--- config.mk ---
export PLATFORM = sky130hd
export DESIGN_NAME = cpu_trace_buffer
export DESIGN_NICKNAME = d
export VERILOG_FILES = /design/src/rtl/cpu_trace_pkg.sv /design/src/rtl/trace_fifo.sv /design/src/rtl/cpu_trace_buffer.sv
export SDC_FILE = /design/constraint.sdc
export NUM_CORES = 1
export LEC_CHECK = 0
export ABC_CLOCK_PERIOD_IN_PS = 7500
export CAP_MARGIN = 10
export CORE_MARGIN = 8
export CORE_UTILIZATION = 61
export DETAILED_ROUTE_END_ITERATION = 8
export GPL_TIMING_DRIVEN = 0
export PLACE_DENSITY = 0.76
export SETUP_SLACK_MARGIN = 0.02
export SYNTH_ARGS = -nofsm -noshare
export SYNTH_HDL_FRONTEND = slang
export SYNTH_SLANG_ARGS = --single-unit
--- constraint.sdc ---
create_clock -name clk_in -period 7.5 [get_ports clk_in]
set_clock_uncertainty 0.05 [all_clocks]
set_input_delay 1.125 -clock clk_in [delete_from_list [all_inputs] [get_ports clk_in]]
set_output_delay 1.125 -clock clk_in [all_outputs]
set_load 0.02 [all_outputs]
--- src/rtl/cpu_trace_pkg.sv ---
// Shared constants, serializer word index and W2 packing for the CPU trace buffer.
package cpu_trace_pkg;
  localparam int unsigned TRACE_REC_W = 102;

  // Record layout: {pc, inst, rf_we, rf_waddr, rf_wdata}
  localparam int unsigned PC_LSB    = 70;
  localparam int unsigned INST_LSB  = 38;
  localparam int unsigned WE_BIT    = 37;
  localparam int unsigned WADDR_LSB = 32;
  localparam int unsigned WDATA_LSB = 0;

  typedef enum logic [1:0] {
    W0 = 2'd0,
    W1 = 2'd1,
    W2 = 2'd2,
    W3 = 2'd3
  } widx_t;

  function automatic logic [31:0] pack_w2(input logic we, input logic [4:0] waddr);
    return {we, 26'b0, waddr};
  endfunction
endpackage

--- src/rtl/trace_fifo.sv ---
// Single-clock FIFO; level counter disambiguates full from empty. Storage is never cleared.
module trace_fifo #(
  parameter int unsigned WIDTH = 102,
  parameter int unsigned DEPTH = 16
) (
  input  logic                     clk_in,
  input  logic                     reset,
  input  logic                     push,
  input  logic                     pop,
  input  logic [WIDTH-1:0]         din,
  output logic [WIDTH-1:0]         dout,
  output logic                     full,
  output logic                     empty,
  output logic [$clog2(DEPTH):0]   level
);
  localparam int unsigned AW = $clog2(DEPTH);
  localparam logic [AW:0] FULL_LVL = (AW+1)'(DEPTH);

  logic [WIDTH-1:0] mem [DEPTH];
  logic [AW-1:0]    wr_ptr;
  logic [AW-1:0]    rd_ptr;
  logic             do_push;
  logic             do_pop;

  assign full    = (level == FULL_LVL);
  assign empty   = (level == '0);
  assign do_push = push & ~full;
  assign do_pop  = pop & ~empty;
  assign dout    = mem[rd_ptr];

  always_ff @(posedge clk_in) begin
    if (!reset) begin
      wr_ptr <= '0;
      rd_ptr <= '0;
      level  <= '0;
    end else begin
      if (do_push) wr_ptr <= wr_ptr + 1'b1;
      if (do_pop)  rd_ptr <= rd_ptr + 1'b1;
      case ({do_push, do_pop})
        2'b10:   level <= level + 1'b1;
        2'b01:   level <= level - 1'b1;
        default: level <= level;
      endcase
    end
  end

  always_ff @(posedge clk_in) begin
    if (reset && do_push) mem[wr_ptr] <= din;
  end
endmodule

--- src/rtl/cpu_trace_buffer.sv ---
// Captures retired-instruction records into a FIFO and streams each as four 32-bit words.
module cpu_trace_buffer
  import cpu_trace_pkg::*;
#(
  parameter int unsigned DEPTH  = 16,
  parameter int unsigned DROP_W = 16
) (
  input  logic                     clk_in,
  input  logic                     reset,
  input  logic                     cap_valid,
  input  logic [31:0]              pc,
  input  logic [31:0]              inst,
  input  logic                     rf_we,
  input  logic [4:0]               rf_waddr,
  input  logic [31:0]              rf_wdata,
  input  logic                     clr_stat,
  output logic                     out_valid,
  input  logic                     out_ready,
  output logic [31:0]              out_data,
  output logic                     out_last,
  output logic                     overflow,
  output logic [DROP_W-1:0]        drop_cnt,
  output logic [$clog2(DEPTH):0]   level
);
  logic [TRACE_REC_W-1:0] rec;
  logic [TRACE_REC_W-1:0] head;
  logic                   full;
  logic                   empty;
  logic                   pop;
  logic                   drop;
  widx_t                  widx;
  widx_t                  widx_nxt;

  assign rec       = {pc, inst, rf_we, rf_waddr, rf_wdata};
  // Fullness is the pre-edge state, so a same-cycle W3 pop cannot rescue a push.
  assign drop      = cap_valid & full;
  assign out_valid = ~empty;
  assign pop       = out_valid & out_ready & (widx == W3);

  trace_fifo #(
    .WIDTH (TRACE_REC_W),
    .DEPTH (DEPTH)
  ) u_fifo (
    .clk_in (clk_in),
    .reset  (reset),
    .push   (cap_valid),
    .pop    (pop),
    .din    (rec),
    .dout   (head),
    .full   (full),
    .empty  (empty),
    .level  (level)
  );

  always_ff @(posedge clk_in) begin
    if (!reset) widx <= W0;
    else        widx <= widx_nxt;
  end

  always_comb begin
    widx_nxt = widx;
    if (out_valid && out_ready) begin
      case (widx)
        W0:      widx_nxt = W1;
        W1:      widx_nxt = W2;
        W2:      widx_nxt = W3;
        default: widx_nxt = W0;
      endcase
    end
  end

  always_comb begin
    out_data = '0;
    out_last = 1'b0;
    case (widx)
      W0: out_data = head[PC_LSB +: 32];
      W1: out_data = head[INST_LSB +: 32];
      W2: out_data = pack_w2(head[WE_BIT], head[WADDR_LSB +: 5]);
      default: begin
        out_data = head[WDATA_LSB +: 32];
        out_last = 1'b1;
      end
    endcase
  end

  always_ff @(posedge clk_in) begin
    if (!reset || clr_stat) begin
      overflow <= 1'b0;
      drop_cnt <= '0;
    end else if (drop) begin
      overflow <= 1'b1;
      if (drop_cnt != '1) drop_cnt <= drop_cnt + 1'b1;
    end
  end
endmodule

==> results of run 1 <==
## cells by family (layout without fill, tap and decap cells)
| family | Yosys count | in the layout | synth area share (%) |
|---|---|---|---|
| DFF | 1668 | 1668 | 77.4 |
| muxes | 613 | 613 | 15.9 |
| adders and majority gates | 15 | 15 | 0.292 |
| xor gates and xnor gates | 15 | 15 | 0.204 |
| AOI/OAI and AO/OA | 283 | 283 | 3.22 |
| and+or+nand+nor | 209 | 209 | 1.66 |
| other | 0 | 19 | 0 |
| buffers and inverters | 171 | 699 | 1.35 |
## critical path, stage by stage, from the launching register on
cell and delay (ns):
dfxtp_1 0.30, buf_2 0.30, buf_2 0.34, buf_2 0.42
clkbuf_1 0.73, mux4_2 0.36, mux2i_1 0.08, o22ai_1 1.06
a221o_1 0.32, clkdlybuf4s50_1 0.63
## path summary, 6_finish.rpt
kind	start	end	cells past startpoint
worst max register to register	u_fifo.level[1]$_SDFFE_PN0P_	u_fifo.mem[15][22]$_DFFE_PP_	8
worst min-delay path	drop_cnt[1]$_SDFFE_PP0P_	drop_cnt[1]$_SDFFE_PP0P_	2
worst min register to register	drop_cnt[1]$_SDFFE_PP0P_	drop_cnt[1]$_SDFFE_PP0P_	2
worst max-delay path	register	out_data[29]	9
## layout by cell type (no fill, tap or decap), drive strengths merged, types with 11 or more instances in the layout
cell type and n:
edfxtp 1632, mux4 326, clkbuf 293, mux2i 287
clkdlybuf4s50 162, buf 156, clkinv 60, nor2 58
a221o 54, a21oi 51, nand2 40, o22ai 36
dfxtp 36, nor2b 34, a22oi 31, o21ai 26
diode 19, a221oi 19, ha 15, a31oi 14
or3 12, a22o 12, bufinv 12, and2 11
xnor2 11
## synth_stat cells (4+ instances only)
master    instances  area, um^2
buf_2            37         185
or3_1            12        75.1
xnor2_1          11        96.3
a31oi_1          14        87.6
a211oi_1          5        37.5
nand2_1          40         150
clkbuf_1         84         315
nor2_1           58         218
mux2i_1         287        2870
dfxtp_1          36         721
a21oi_1          51         255
nand4_1           9        56.3
buf_4            17         128
and2_1           11        68.8
a21boi_0          5        37.5
o21bai_1          8        60.1
o22ai_1          36         225
nand2b_1         10        62.6
a221oi_1         19         166
a22oi_1          31         233
nor3_1            7        35.0
inv_1             8        30.0
nand3_1           9        45.0
mux4_2          326        7340
buf_1            10        37.5
buf_6            15         169
a22o_1           12         105
edfxtp_1       1632       49000
or4_1             4        30.0
xor2_1            4        35.0
nor2b_1          34         213
a221o_1          54         541
ha_1             15         188
o21ai_0          26         130
## state kept, by name (all words and copies together), names as in the netlist, named ones only
signal and flops:
u_fifo.level 5, u_fifo.rd_ptr 4, widx 2, u_fifo.wr_ptr 4, drop_cnt 16, overflow 1
u_fifo.mem 1632
## cell type report
class,count,area (um^2)
diodes,19,47.5
plain buffers,163,835
clock buffers,209,4410
clock inverters,80,697
fillers,5978,30400
inverters,8,30.0
multi-input cells,1135,13800
flip-flops and latches,1668,49700
well taps,1391,1740
repair buffers,239,3240
## layer usage
metal / vias to the layer above / global-route usage (%) / routed length (um)
met2: 2372 / 46.0 / 82200
met4: 18 / 14.0 / 8780
li1: 13400 / - / -
met5: - / 0 / 104
met1: 17200 / 36.8 / 59200
met3: 471 / 7.90 / 18800
## where the power goes
group          switching (mW)  internal (mW)  leakage, nW
combinational           0.383          0.191         5.17
sequential             0.0188           10.3         15.0
clock                    3.34           4.55         2.49
total                    3.75           15.0         22.6
## per-stage QoR
stage	std cells	setup TNS, ns
final	4912	0
after global routing	4898	0
after CTS	4893	0
after detailed placement	4604	0
after global placement	4527	-8466.77
after floorplan	2974	0
==> run metrics, run 1 <==
number of I/O port buffers between 150 and 200; Hold WS approximately 0.47 ns; outcome finished clean; Post-synth ARST share 0%; post-route minimum period ~6.5 ns; hold buffer count at CTS 0; vias per inst 6.81; initial antenna violation count 30; CTS tree done; fmax between 150 and 200 MHz; Core Rows between 100 and 150; post-synth cell types 55; P&R area growth vs syn 16.0%; Final Slew Violations 0; Finished Cell Area 0.0745 mm^2; Starting Density between 60% and 70%; CTS Buffer Depth 3; Setup WS post-layout approximately 1.0 ns; worst min path class reg -> reg; cell area after synthesis roughly 0.064 mm^2; GRT Overall Usage 28.8%; layout cell share with drive strength beyond 1 between 20% and 30%; Post-CTS Repair Setup Buffers 0; die area approximately 0.12 mm^2; cts bufs inserted 161; DRT iter0 DRCs 4792; pin count of the biggest net entering global routing 27; Fin. Hold Viols 0; CP endpoint kind primary output; first-pass GRT wire length 238 mm; Critical Path Start Type register; syn_area_per_cell roughly 22 um^2; NumNets Final 3498; RSZ-0062 raised after global routing false; worst-skew pair later-pin latency 0.74 ns; pre-CTS setup slack 1.95 ns; post-placement cell area ~0.069 mm^2; post-layout util between 70% and 80%; number of synthesized register bits around 1700; core area approximately 0.10 mm^2; total leakage power roughly 23 nW; ANT nets after route 0; Slew @ Worst Pin about 1.3 ns; CP required around 6.3 ns; Initial DRT Pass Iterations 7; CTS sink count 1668; final wirelength approximately 170 mm; Die X between 300 and 400 um; maxcap violations 0; WL/cell about 34 um; total power roughly 19 mW; fin crit share between 80 and 90%; cell count after synthesis slightly below 3000; arrival time at the worst endpoint ~5.3 ns; Synth Flop Type edfxtp_1; io pins 163; Post-Synthesis Net Count just over 3000; # setup viols final 0; vias approximately 33000; CTS root buffer clkbuf_16; Slew HR approximately a tenth; number of synthesized flops with an enable pin ~1600; Seq/Total Area, Yosys between 70 and 80%; total grt overflow 0; # H-tree levels 4; Worst-path clk slew around 0.06 ns; CTS resizes 0; vias in the first global route 33800; post-detail-place hpwl 108 mm; P per Cell Area around 250 mW/mm^2; Peak VDD IR approximately 0.16 mV; Placer Congestion roughly 0.83; die height about 340 um; crit-path max FO 10; post-route DRC violation count 0; Ys Warns 0; R2R Setup Slk approximately 3.8 ns; Crit Path Category reg -> out
Power figures use the tool's default switching activity.
==> run 2, diff against run 1 <==
--- a/config.mk
+++ b/config.mk
@@ -5,7 +5,7 @@
 export SDC_FILE = /design/constraint.sdc
 export NUM_CORES = 1
 export LEC_CHECK = 0
-export ABC_CLOCK_PERIOD_IN_PS = 7500
+export ABC_CLOCK_PERIOD_IN_PS = 6940
 export CAP_MARGIN = 10
 export CORE_MARGIN = 8
 export CORE_UTILIZATION = 61
==> constraint.sdc (replaced) <==
create_clock -name clk_in -period 6.94 [get_ports clk_in]
set_clock_uncertainty 0.05 [all_clocks]
set_input_delay 1.041 -clock clk_in [delete_from_list [all_inputs] [get_ports clk_in]]
set_output_delay 1.041 -clock clk_in [all_outputs]
set_load 0.02 [all_outputs]
==> results of run 2 <==
The final DEF is identical to that of run 1. Status: finished clean.
Main changes from that run: setup slack after placement 1.95 ns -> 1.47 ns; setup slack after layout 1.00 ns -> 0.525 ns; register-to-register setup slack 3.75 ns -> 3.19 ns; total power 18.8 mW -> 20.3 mW; worst IR drop on VDD 0.165 mV -> 0.178 mV
